==> src/rtl/lsu_pkg.sv <==
// Shared types for the load/store unit: size encodings, FSM states and the
// byte-count helper. Build option LSU_MISALIGN_EN is consumed by the other files.
package lsu_pkg;

  localparam logic [1:0] SZ_BYTE  = 2'd0;
  localparam logic [1:0] SZ_HALF  = 2'd1;
  localparam logic [1:0] SZ_WORD  = 2'd2;
  localparam logic [1:0] SZ_DWORD = 2'd3;

  typedef enum logic [1:0] {
    S_IDLE  = 2'd0,
    S_BEAT0 = 2'd1,
    S_BEAT1 = 2'd2,
    S_RESP  = 2'd3
  } lsu_state_e;

  // Number of bytes touched by an access of the given size encoding.
  function automatic logic [3:0] size_bytes(input logic [1:0] sz);
    logic [3:0] n;
    case (sz)
      SZ_BYTE:  n = 4'd1;
      SZ_HALF:  n = 4'd2;
      SZ_WORD:  n = 4'd4;
      SZ_DWORD: n = 4'd8;
      default:  n = 4'd8;
    endcase
    return n;
  endfunction

endpackage

==> src/rtl/lsu_lane_align.sv <==
// Combinational lane steering for the load/store unit: byte-enable generation,
// store data rotation into bus lanes and load assembly with zero/sign extension.
// With LSU_MISALIGN_EN defined, an access may spill into a second bus word; the
// second-beat enables/data and the upper read word are then exposed.
module lsu_lane_align
  import lsu_pkg::*;
#(
  parameter int DW = 32
) (
  input  logic [$clog2(DW/8)-1:0] off,
  input  logic [1:0]              size,
  input  logic                    sgn,
  input  logic [DW-1:0]           wdata,
  input  logic [DW-1:0]           rd_lo,
`ifdef LSU_MISALIGN_EN
  input  logic [DW-1:0]           rd_hi,
  output logic [DW/8-1:0]         be1,
  output logic [DW-1:0]           wdata1,
  output logic                    cross,
`endif
  output logic [DW/8-1:0]         be0,
  output logic [DW-1:0]           wdata0,
  output logic [DW-1:0]           rdata
);

  localparam int NB   = DW / 8;
  localparam int OFFW = $clog2(NB);

  logic [NB-1:0]      bm;
  logic [DW-1:0]      wm;
  logic [DW-1:0]      raw;
  logic [OFFW+2:0]    sh;
  logic               msb;
  logic               ext;
  int                 nbi;

  // Byte mask of the access, lane steering in both directions, then extension.
  always_comb begin
    nbi = int'(size_bytes(size));
    sh  = {off, 3'b000};
    bm  = '0;
    wm  = '0;
    for (int i = 0; i < NB; i++) begin
      bm[i]         = (i < nbi);
      wm[i*8 +: 8]  = bm[i] ? wdata[i*8 +: 8] : 8'h00;
    end
`ifdef LSU_MISALIGN_EN
    {be1, be0}       = {{NB{1'b0}}, bm} << off;
    {wdata1, wdata0} = {{DW{1'b0}}, wm} << sh;
    cross            = |be1;
    raw              = DW'({rd_hi, rd_lo} >> sh);
`else
    be0              = bm << off;
    wdata0           = wm << sh;
    raw              = rd_lo >> sh;
`endif
    // Top byte of the access decides the sign; full-width accesses never extend.
    msb = 1'b0;
    for (int i = 0; i < NB; i++)
      if (bm[i]) msb = raw[i*8 + 7];
    ext   = sgn && msb && !bm[NB-1];
    rdata = '0;
    for (int i = 0; i < NB; i++)
      rdata[i*8 +: 8] = bm[i] ? raw[i*8 +: 8] : {8{ext}};
  end

endmodule

==> src/rtl/load_store_unit.sv <==
// Multi-cycle load/store unit: request handshake, one or two bus beats, and a
// one-cycle response pulse. Bus outputs are decoded from latched request state,
// so they hold steady through wait states and never depend on live inputs.
// Define LSU_MISALIGN_EN to allow unaligned accesses (split into two beats when
// they cross a bus word); otherwise unaligned accesses fault.
module load_store_unit
  import lsu_pkg::*;
#(
  parameter int DW = 32,
  parameter int AW = 32
) (
  input  logic              clk,
  input  logic              reset,
  input  logic              req_valid,
  output logic              req_ready,
  input  logic              req_we,
  input  logic [1:0]        req_size,
  input  logic              req_signed,
  input  logic [AW-1:0]     req_addr,
  input  logic [DW-1:0]     req_wdata,
  output logic              rsp_valid,
  output logic              rsp_fault,
  output logic [DW-1:0]     rsp_rdata,
  output logic              bus_valid,
  input  logic              bus_ready,
  output logic              bus_we,
  output logic [AW-1:0]     bus_addr,
  output logic [DW/8-1:0]   bus_be,
  output logic [DW-1:0]     bus_wdata,
  input  logic [DW-1:0]     bus_rdata
);

  localparam int NB   = DW / 8;
  localparam int OFFW = $clog2(NB);

  lsu_state_e      state_q, state_d;
  logic            we_q, we_d;
  logic [1:0]      size_q, size_d;
  logic            sgn_q, sgn_d;
  logic [AW-1:0]   addr_q, addr_d;
  logic [DW-1:0]   wdata_q, wdata_d;
  logic            rsp_valid_q, rsp_valid_d;
  logic            rsp_fault_q, rsp_fault_d;
  logic [DW-1:0]   rsp_rdata_q, rsp_rdata_d;

  logic [3:0]      req_nb;
  logic            req_fault;
  logic [AW-1:0]   base_addr;
  logic [NB-1:0]   al_be0;
  logic [DW-1:0]   al_wdata0;
  logic [DW-1:0]   al_rdata;
  logic [DW-1:0]   al_rd_lo;

`ifdef LSU_MISALIGN_EN
  logic [DW-1:0]   rd0_q, rd0_d;
  logic [NB-1:0]   al_be1;
  logic [DW-1:0]   al_wdata1;
  logic            al_cross;
`endif

  // Size check always applies; alignment check only when misalignment is off.
  always_comb begin
    req_nb    = size_bytes(req_size);
    req_fault = int'(req_nb) > NB;
`ifndef LSU_MISALIGN_EN
    if ((req_addr[OFFW-1:0] & OFFW'(req_nb - 4'd1)) != '0) req_fault = 1'b1;
`endif
  end

  // In BEAT1 the first beat's lanes come from the capture register.
`ifdef LSU_MISALIGN_EN
  assign al_rd_lo = (state_q == S_BEAT1) ? rd0_q : bus_rdata;
`else
  assign al_rd_lo = bus_rdata;
`endif

  lsu_lane_align #(.DW(DW)) u_align (
    .off    (addr_q[OFFW-1:0]),
    .size   (size_q),
    .sgn    (sgn_q),
    .wdata  (wdata_q),
    .rd_lo  (al_rd_lo),
`ifdef LSU_MISALIGN_EN
    .rd_hi  (bus_rdata),
    .be1    (al_be1),
    .wdata1 (al_wdata1),
    .cross  (al_cross),
`endif
    .be0    (al_be0),
    .wdata0 (al_wdata0),
    .rdata  (al_rdata)
  );

  // Next-state and response computation for the access sequencer.
  always_comb begin
    state_d     = state_q;
    we_d        = we_q;
    size_d      = size_q;
    sgn_d       = sgn_q;
    addr_d      = addr_q;
    wdata_d     = wdata_q;
    rsp_valid_d = 1'b0;
    rsp_fault_d = 1'b0;
    rsp_rdata_d = '0;
`ifdef LSU_MISALIGN_EN
    rd0_d       = rd0_q;
`endif
    unique case (state_q)
      S_IDLE: if (req_valid) begin
        we_d    = req_we;
        size_d  = req_size;
        sgn_d   = req_signed;
        addr_d  = req_addr;
        wdata_d = req_wdata;
        if (req_fault) begin
          state_d     = S_RESP;
          rsp_valid_d = 1'b1;
          rsp_fault_d = 1'b1;
        end else begin
          state_d = S_BEAT0;
        end
      end
      S_BEAT0: if (bus_ready) begin
`ifdef LSU_MISALIGN_EN
        rd0_d = bus_rdata;
        if (al_cross) begin
          state_d = S_BEAT1;
        end else begin
          state_d     = S_RESP;
          rsp_valid_d = 1'b1;
          rsp_rdata_d = we_q ? '0 : al_rdata;
        end
`else
        state_d     = S_RESP;
        rsp_valid_d = 1'b1;
        rsp_rdata_d = we_q ? '0 : al_rdata;
`endif
      end
`ifdef LSU_MISALIGN_EN
      S_BEAT1: if (bus_ready) begin
        state_d     = S_RESP;
        rsp_valid_d = 1'b1;
        rsp_rdata_d = we_q ? '0 : al_rdata;
      end
`endif
      S_RESP:  state_d = S_IDLE;
      default: state_d = S_IDLE;
    endcase
  end

  // State and request/response registers; reset abandons any access in flight.
  always_ff @(posedge clk or posedge reset) begin
    if (reset) begin
      state_q     <= S_IDLE;
      we_q        <= 1'b0;
      size_q      <= SZ_BYTE;
      sgn_q       <= 1'b0;
      addr_q      <= '0;
      wdata_q     <= '0;
      rsp_valid_q <= 1'b0;
      rsp_fault_q <= 1'b0;
      rsp_rdata_q <= '0;
`ifdef LSU_MISALIGN_EN
      rd0_q       <= '0;
`endif
    end else begin
      state_q     <= state_d;
      we_q        <= we_d;
      size_q      <= size_d;
      sgn_q       <= sgn_d;
      addr_q      <= addr_d;
      wdata_q     <= wdata_d;
      rsp_valid_q <= rsp_valid_d;
      rsp_fault_q <= rsp_fault_d;
      rsp_rdata_q <= rsp_rdata_d;
`ifdef LSU_MISALIGN_EN
      rd0_q       <= rd0_d;
`endif
    end
  end

  assign base_addr = {addr_q[AW-1:OFFW], {OFFW{1'b0}}};
  assign req_ready = (state_q == S_IDLE);
  assign rsp_valid = rsp_valid_q;
  assign rsp_fault = rsp_fault_q;
  assign rsp_rdata = rsp_rdata_q;

  // Bus beat outputs decoded from state and latched request only.
  always_comb begin
    bus_valid = 1'b0;
    bus_addr  = base_addr;
    bus_be    = '0;
    bus_wdata = '0;
    if (state_q == S_BEAT0) begin
      bus_valid = 1'b1;
      bus_be    = al_be0;
      bus_wdata = we_q ? al_wdata0 : '0;
    end
`ifdef LSU_MISALIGN_EN
    if (state_q == S_BEAT1) begin
      bus_valid = 1'b1;
      bus_addr  = base_addr + AW'(NB);
      bus_be    = al_be1;
      bus_wdata = we_q ? al_wdata1 : '0;
    end
`endif
    bus_we = bus_valid && we_q;
  end

endmodule

==> config.mk <==
export PLATFORM = sky130hd
export DESIGN_NAME = load_store_unit
export DESIGN_NICKNAME = d
export VERILOG_FILES = /design/src/rtl/lsu_pkg.sv /design/src/rtl/lsu_lane_align.sv /design/src/rtl/load_store_unit.sv
export SDC_FILE = /design/constraint.sdc
export NUM_CORES = 1
export LEC_CHECK = 0
export CAP_MARGIN = 25
export CORE_MARGIN = 2
export CORE_UTILIZATION = 43
export DETAILED_ROUTE_END_ITERATION = 16
export DONT_BUFFER_PORTS = 1
export PLACE_DENSITY = 0.59
export SYNTH_ARGS = -nofsm -noshare
export SYNTH_HDL_FRONTEND = slang
export SYNTH_SLANG_ARGS = --single-unit
==> constraint.sdc <==
create_clock -name clk -period 4.3 [get_ports clk]
set_input_delay 0.86 -clock clk [delete_from_list [all_inputs] [get_ports clk]]
set_output_delay 0.86 -clock clk [all_outputs]
set_load 0.02 [all_outputs]
==> results of run 1 <==
==> layer usage <==
layer / up-vias / global-route usage (%) / wire, um
li1: 1445 / - / -
met1: 1559 / 23.0 / 4840
met2: 162 / 32.6 / 6200
met3: 25 / 7.23 / 1140
met4: 2 / 7.40 / 268
met5: - / 0 / 11
==> state kept, by name, summed over array words and instances (netlist names) <==
register and cells:
sgn_q 1, addr_q 32, state_q 2, rsp_rdata 32, size_q 2, rsp_valid 1, we_q 1, wdata_q 32
rsp_fault 1
==> power groups by stage <==
stage / combinational (mW) / sequential [mW] / clock (mW)
2_1_floorplan: 1.77 / 1.61 / 0
3_3_place_gp: 1.43 / 2.02 / 0
3_5_place_dp: 1.47 / 2.04 / 0
4_1_cts: 1.47 / 2.02 / 0.930
5_1_grt: 1.61 / 2.08 / 0.973
6_report: 1.45 / 2.01 / 0.910
==> layout by cell type (no fill, tap or decap), types with 2 or more instances in the layout <==
cell | netlist | final
and2_1 | 9 | 8
buf_4 | 35 | 3
mux2i_1 | 17 | 17
dfrtp_1 | 104 | 102
a2bb2oi_1 | 8 | 8
dfrtp_2 | 0 | 2
a21oi_1 | 17 | 17
a21o_1 | 10 | 10
nor3b_1 | 9 | 9
o21ai_1 | 17 | 17
a32oi_1 | 8 | 8
bufinv_16 | 0 | 2
inv_2 | 2 | 2
conb_1 | 1 | 2
clkbuf_16 | 0 | 9
nor2_1 | 25 | 25
inv_6 | 0 | 2
nand2b_1 | 3 | 3
a211oi_1 | 32 | 32
nand2_1 | 5 | 5
nor2b_1 | 19 | 19
mux2_1 | 67 | 67
==> worst paths after layout <==
kind                              from       endpoint  slack, ns  cells past startpoint
hold / removal                   reset      rsp_valid       0.41                      1
setup / recovery            state_q[1]  bus_wdata[30]       0.99                      6
min in group clk           wdata_q[25]    wdata_q[25]       0.48                      1
setup reg to reg             addr_q[0]  rsp_rdata[17]       1.55                      4
max in group asynchronous        reset     addr_q[15]       2.87                      3
hold reg to reg            wdata_q[25]    wdata_q[25]       0.48                      1
==> cell families (layout without fill, tap and decap cells) <==
kind of cell / count (synthesis) / count (layout) / share of synthesized area, %
flip-flops: 104 / 104 / 50.7
AO/OA/AOI/OAI: 100 / 100 / 13.9
multiplexers: 85 / 85 / 18.4
AND/OR/NAND/NOR: 79 / 79 / 8.89
other: 1 / 2 / 0.0730
buffers and inverters: 67 / 24 / 7.99
==> stage by stage <==
step / cell area (um^2) / hold WS [ns]
6_report: 5300 / 0.408
5_1_grt: 5300 / 0.439
4_1_cts: 5280 / 0.484
3_5_place_dp: 4950 / 0.468
3_3_place_gp: 4950 / 0.463
2_1_floorplan: 5140 / 0.450
==> critical path: stages, from the launching register on <==
cell	delay [ns]
dfrtp_1	0.41
nand2b_1	0.23
inv_2	0.19
nand2_1	0.26
inv_2	0.22
o21ai_2	0.16
a211oi_1	0.62
==> layout make-up <==
cell class | instances | area (um^2) | share of cell area [%]
timing repair buffer | 4 | 42.5 | 0.802
clock inverter | 5 | 86.3 | 1.63
tap | 143 | 179 | 3.37
sequential | 104 | 2610 | 49.1
inverter | 4 | 17.5 | 0.330
clock buffer | 11 | 243 | 4.58
multi-input combinational | 266 | 2130 | 40.2
==> results.sh, run 1 <==
export IMPL_fill_cells=1063
export IMPL_setup_viol=0
export IMPL_start_kind="register"
export IMPL_dr_pass1_iters=4
export IMPL_numCtsBuffers=9
export IMPL_cp_arrival_ns=2.45
export IMPL_viasPerCell=5.95
export IMPL_cts_root_buffer="clkbuf_16"
export IMPL_endpoint_kind="output pin"
export IMPL_slew_viol_final=0
export IMPL_vias=3193
export IMPL_dp_cells=520
export IMPL_period_needed_ns=3.31
export IMPL_boundaryPins=209
export IMPL_switching_share_pct=42.9
export IMPL_clock_sinks=104
export IMPL_p_comb_share_pct=33.1
export IMPL_portBuffers=0
export IMPL_synth_area_um2=5140
export IMPL_power_frac_seq_pct=46.1
export IMPL_cts_resized=0
export IMPL_synth_commonest_cells="dfrtp_1 (104), mux2_1 (67), buf_4 (35), a211oi_1 (32), nor2_1 (25)"
export IMPL_fin_nets=493
export IMPL_clock_path_buffers=2
export IMPL_gp_congestion=0.861
export IMPL_fmax_mhz=302
export IMPL_hpwl_mm=8.87
export IMPL_crit_type="register to output pin"
export IMPL_clkPwrFrac_pct=20.8
export IMPL_yosysTopAreaCellShare_pct=50.7
export IMPL_p_int_mw=2.50
export IMPL_synth_area_per_cell_um2=11.8
export IMPL_status="finished, final reports clean"
export IMPL_grt_pass1_vias=3305
export IMPL_synth_most_common_cell="dfrtp_1"
export IMPL_pre_cts_ws_ns=1.34
export IMPL_die_area_um2=12800
export IMPL_start_util_pct=44.6
export IMPL_post_cts_buffers=0
export IMPL_finalHoldViolCount=0
export IMPL_leakagePower_nw=2.30
export IMPL_synth_area_leaders="dfrtp_1 (51%), mux2_1 (15%), buf_4 (5.1%)"
export IMPL_final_util_pct=46.0
export IMPL_synth_seq_cells=104
export IMPL_power_density_nw_per_um2=824
export IMPL_drc=0
export IMPL_setup_slack_ns=0.991
export IMPL_hp_class="primary input to async pin"
export IMPL_wl_per_cell_um=23.2
export IMPL_grt_use_total_pct=19.5
export IMPL_max_slew_margin_pct=36.9
export IMPL_grt_pass1_wl_mm=19.1
export IMPL_yosysUniqueCellTypes=40
export IMPL_clk_latency_ns=0.35
export IMPL_p_sw_mw=1.87
export IMPL_syn_to_final_growth_pct=3.24
export IMPL_num_antenna_cells=0
export IMPL_cts_hold_buf=0
export IMPL_rsz0062_at_grt="no"
export IMPL_fin_crit_sh_pct=77.0
export IMPL_critPathMaxFanout=9
export IMPL_async_flop_share_pct=100
export IMPL_rows=39
export IMPL_synth_top_area_cell="dfrtp_1"
export IMPL_layout_drive_gt1_share_pct=8.88
export IMPL_syn_inst=436
export IMPL_clock_skew_ns=0.00752
export IMPL_totalWireLength_mm=12.4
export IMPL_drt_iter0_markers=192
export IMPL_synth_edf_count=0
export IMPL_htreeDepth=3
export IMPL_critPathRequiredTime_ns=3.44
export IMPL_core_area_um2=11500
export IMPL_overflow=0
export IMPL_setup_tns_ns=0
export IMPL_die_x_um=113
export IMPL_antenna_found_initial=1
export IMPL_grt_start_max_net_pins=79
export IMPL_yosysWarnings=0
export IMPL_clk_pin_slew_ns=0.07
export IMPL_die_h_um=113
export IMPL_max_cap_violations=0
export IMPL_cts_tree="built"
export IMPL_ir_drop_uv=300
export IMPL_power_total_mw=4.37
export IMPL_ys_seq_area_share_pct=50.7
export IMPL_instances_no_fill=537
export IMPL_synthFlopType="dfrtp_1"
export IMPL_worstMarginPinSlew_ns=0.940
export IMPL_ant_nets=0
Power figures use the tool's default switching activity.
==> run 2, diff against run 1 <==
Clock period 4.3 ns to 3.5 ns, I/O delays scaled along.
==> results.sh, run 2 (synthesis results as in run 1) <==
export IMPL_status="finished, final reports clean"
export IMPL_power_density_nw_per_um2=997
export IMPL_power_total_mw=5.33
export IMPL_htreeDepth=3
export IMPL_boundaryPins=209
export IMPL_vias=3247
export IMPL_ant_nets=0
export IMPL_rows=39
export IMPL_cp_common_cell="inv_2"
export IMPL_endpoint_kind="output pin"
export IMPL_viasPerCell=5.94
export IMPL_die_area_um2=12800
export IMPL_portBuffers=0
export IMPL_r2r_slack_ns=0.78
export IMPL_antenna_found_initial=0
export IMPL_clk_latency_ns=0.34
export IMPL_rr_worst_depth=4
export IMPL_ir_drop_uv=356
export IMPL_finalHoldViolCount=0
export IMPL_max_stage_delay_ns=0.41
export IMPL_fin_crit_sh_pct=88.5
export IMPL_grt_pass1_wl_mm=19.1
export IMPL_dr_pass1_iters=4
export IMPL_critPathMaxFanout=9
export IMPL_cts_tree="built"
export IMPL_drt_iter0_markers=186
export IMPL_post_cts_buffers=0
export IMPL_syn_to_final_growth_pct=4.09
export IMPL_crit_path_top_delay_cell="dfrtp_1"
export IMPL_fmax_mhz=323
export IMPL_core_area_um2=11500
export IMPL_period_needed_ns=3.10
export IMPL_layout_cells_most_common_list="dfrtp_1 (102), mux2_1 (67), a211oi_1 (32), nor2_1 (25), nor2b_1 (19)"
export IMPL_gp_congestion=0.911
export IMPL_max_slew_margin_pct=37.5
export IMPL_grt_start_max_net_pins=75
export IMPL_hp_class="primary input to async pin"
export IMPL_cts_root_buffer="clkbuf_16"
export IMPL_clock_skew_ns=0.00444
export IMPL_start_util_pct=44.6
export IMPL_layout_drive_gt1_share_pct=10.9
export IMPL_final_common_cell="dfrtp_1"
export IMPL_critPathBufInv=3
export IMPL_crit_type="register to output pin"
export IMPL_cts_hold_buf=0
export IMPL_overflow=0
export IMPL_cp_arrival_ns=2.40
export IMPL_cts_resized=0
export IMPL_fin_nets=503
export IMPL_wl_per_cell_um=23.0
export IMPL_slew_viol_final=0
export IMPL_cp_top_family="buffers and inverters"
export IMPL_critPathRequiredTime_ns=2.80
export IMPL_clock_sinks=104
export IMPL_drc=0
export IMPL_fill_cells=1042
export IMPL_die_h_um=113
export IMPL_rr_startpoint="addr_q[0]"
export IMPL_numCtsBuffers=9
export IMPL_grt_pass1_vias=3353
export IMPL_clock_path_buffers=2
export IMPL_setup_viol=0
export IMPL_totalWireLength_mm=12.6
export IMPL_worstMarginPinSlew_ns=0.937
export IMPL_clk_pin_slew_ns=0.07
export IMPL_r2r_end="rsp_rdata[18]"
export IMPL_rsz0062_at_grt="no"
export IMPL_leakagePower_nw=2.34
export IMPL_setup_tns_ns=0
export IMPL_grt_use_total_pct=19.5
export IMPL_die_x_um=113
export IMPL_hpwl_mm=9.12
export IMPL_crit_chain="nand2b_1, inv_2, nand2_1, inv_2, o21ai_2, a211oi_1, buf_4"
export IMPL_num_antenna_cells=0
export IMPL_start_kind="register"
export IMPL_crit_cells=7
export IMPL_max_cap_violations=0
[run 2: how the worst max path moves through the flow]
stage	startpoint	end	slack (ns)
after floorplan	reset	addr_q[0]	0.07
after global placement	state_q[1]	bus_wdata[31]	0.84
after detailed placement	state_q[1]	bus_wdata[29]	0.82
after CTS	state_q[1]	bus_wdata[29]	0.43
after global routing	state_q[1]	bus_wdata[27]	0.31
final	state_q[1]	bus_wdata[29]	0.40
[run 2: layout make-up]
type	count	area, um^2	area share [%]
sequential	104	2610	48.7
multi-input combinational	266	2130	39.8
clock buffer	11	233	4.35
tap	143	179	3.35
timing repair buffer	14	125	2.34
clock inverter	5	57.6	1.08
inverter	4	17.5	0.328
[run 2: through the flow]
step	hold slack, ns	utilization, %	setup WS, ns	cells	area [um^2]
final	0.0827	46.4	0.402	547	5350
after global routing	0.0672	46.4	0.314	547	5350
after CTS	0.456	46.2	0.433	546	5320
after detailed placement	0.471	43.7	0.817	530	5030
after global placement	0.472	43.7	0.837	530	5030
after floorplan	0.450	-	0.0678	437	5140
[run 2: metal layers]
metal,global-route usage (%),up-vias,part of all wire [%]
met5,0,-,0
met4,6.99,0,1.6
met3,5.57,16,8.1
met2,32.9,163,50
met1,23.8,1620,40
li1,-,1448,-
[run 2: where the power goes]
group          switching (mW)  total (mW)  leakage, nW  internal [mW]
Combinational            1.06        1.83        0.905          0.776
Clock                   0.446        1.00        0.143          0.556
Sequential              0.812        2.49         1.29           1.68
[run 2: worst reg2reg max path, delay by kind of cell (launching register included)]
kind            cells  cell delay [ns]
flops               1             0.91
mux                 1             0.64
compound gates      2             0.49
buf+inv             1             0.54
==> run 3, diff against run 2 <==
Settings changed: CORE_ASPECT_RATIO set to 0.8, PLACE_DENSITY 0.59 to 0.61.
Clock period 3.5 ns to 2.6 ns, I/O delays scaled along.
==> results.sh, run 3 (synthesis results as in run 1) <==
export IMPL_slew_viol_final=0
export IMPL_htreeDepth=3
export IMPL_critPathMaxFanout=10
export IMPL_period_needed_ns=2.50
export IMPL_layout_drive_gt1_share_pct=14.1
export IMPL_cts_hold_buf=0
export IMPL_ant_nets=0
export IMPL_drc=0
export IMPL_final_common_cell="dfrtp_1"
export IMPL_max_cap_violations=0
export IMPL_drt_iter0_markers=157
export IMPL_endpoint_kind="output pin"
export IMPL_ir_drop_uv=460
export IMPL_start_util_pct=44.4
export IMPL_crit_path_top_delay_cell="nor2_2"
export IMPL_met3_usage_pct=6.97
export IMPL_clk_pin_slew_ns=0.07
export IMPL_rsz0062_at_grt="no"
export IMPL_dr_pass1_iters=4
export IMPL_wl_per_cell_um=21.6
export IMPL_rr_worst_depth=4
export IMPL_grt_pass1_wl_mm=18.9
export IMPL_grt_util_met1_pct=22.6
export IMPL_portBuffers=0
export IMPL_die_area_um2=12800
export IMPL_crit_path_end="bus_wdata[24]"
export IMPL_max_stage_delay_ns=0.49
export IMPL_rr_startpoint="state_q[0]"
export IMPL_cp_arrival_ns=1.98
export IMPL_grt_use_total_pct=19.2
export IMPL_totalWireLength_mm=12.3
export IMPL_die_x_um=126
export IMPL_clock_path_buffers=2
export IMPL_crit_chain="nor2_2, nor3b_1, a21oi_1, a211oi_1, buf_4"
export IMPL_gp_congestion=0.826
export IMPL_hpwl_mm=9.17
export IMPL_finalHoldViolCount=0
export IMPL_vias=3297
export IMPL_critPathRequiredTime_ns=2.08
export IMPL_max_slew_margin_pct=56.7
export IMPL_leakagePower_nw=2.42
export IMPL_hp_class="primary input to async pin"
export IMPL_r2r_slack_ns=0.54
export IMPL_clock_sinks=104
export IMPL_boundaryPins=209
export IMPL_clk_latency_ns=0.34
export IMPL_grt_start_max_net_pins=58
export IMPL_setup_slack_ns=0.105
export IMPL_rows=35
export IMPL_r2r_end="addr_q[28]"
export IMPL_clock_skew_ns=0.0104
export IMPL_die_h_um=102
export IMPL_post_cts_buffers=0
export IMPL_fin_nets=516
export IMPL_grt_pass1_vias=3429
export IMPL_core_area_um2=11600
export IMPL_status="finished, final reports clean"
export IMPL_crit_start="size_q[0]"
export IMPL_cts_tree="built"
export IMPL_start_kind="register"
export IMPL_layout_cells_most_common_list="dfrtp_1 (102), mux2_1 (67), a211oi_1 (32), nor2_1 (25), buf_4 (23)"
export IMPL_overflow=0
export IMPL_cts_root_buffer="clkbuf_16"
export IMPL_numCtsBuffers=9
export IMPL_syn_to_final_growth_pct=7.04
export IMPL_crit_type="register to output pin"
export IMPL_fmax_mhz=401
export IMPL_setup_viol=0
export IMPL_setup_tns_ns=0
export IMPL_power_density_nw_per_um2=1320
export IMPL_busiest_layer="met2"
export IMPL_use_met2_pct=33.2
export IMPL_viasPerCell=5.80
export IMPL_fin_crit_sh_pct=96.0
export IMPL_antenna_found_initial=3
export IMPL_cts_resized=0
export IMPL_worstMarginPinSlew_ns=0.649
export IMPL_pre_cts_ws_ns=0.486
export IMPL_fill_cells=1082
-- run 3: changes by cell type in the layout (fill, tap and decap cells not counted), sizes merged --
cell      delta
clkinv       -3
buf         +13
bufinv       -1
clkinvlp     +1
diode        +3
inv          -1
clkbuf       +4
-- run 3: area by class of cell --
| type | count | area, um^2 | share of cell area, % |
|---|---|---|---|
| diodes | 3 | 7.51 | 0.137 |
| clock buffers | 15 | 288 | 5.23 |
| clock inverters | 1 | 8.76 | 0.159 |
| inverters | 4 | 18.8 | 0.341 |
| multi-input cells | 266 | 2130 | 38.8 |
| flip-flops and latches | 104 | 2610 | 47.4 |
| well taps | 148 | 185 | 3.37 |
| repair buffers | 27 | 253 | 4.60 |
-- run 3: where the power goes --
part           total [mW]  internal, mW  switching (mW)
Sequential           3.18          2.27           0.914
Combinational        2.76          1.17            1.59
Clock                1.32         0.757           0.562
Total                7.26          4.19            3.07
-- run 3: how the worst min path moves through the flow --
stage,from,to,slack (ns)
CTS,reset,rsp_rdata[17],0.10
global placement,wdata_q[25],wdata_q[25],0.46
detailed placement,reset,rsp_rdata[23],0.47
global route,reset,rsp_rdata[19],0.12
floorplan,wdata_q[24],wdata_q[24],0.45
finish,reset,rsp_rdata[19],0.09
-- run 3: layer usage --
layer,routed length [um],share of wire (%)
met3,927,7.6
met4,211,1.7
met1,4850,40
met2,6270,51
met5,0,0
-- run 3: stage by stage --
step           utilization (%)  total power, mW  cell area, um^2  hold WS (ns)  instances
3_3_place_gp              44.9             5.89             5190         0.459        549
2_1_floorplan                -             5.58             5140         0.450        437
6_report                  47.6             7.26             5500        0.0902        568
5_1_grt                   47.5             7.72             5490         0.121        566
4_1_cts                   47.5             7.33             5490         0.101        565
3_5_place_dp              44.9             5.99             5190         0.471        549
-- run 3: worst max-delay path, delay by kind of cell, from the launching register on --
family          cells  cell delay (ns)
buf+inv             1             0.18
simple gates        2             0.60
flops               1             0.48
compound gates      2             0.36
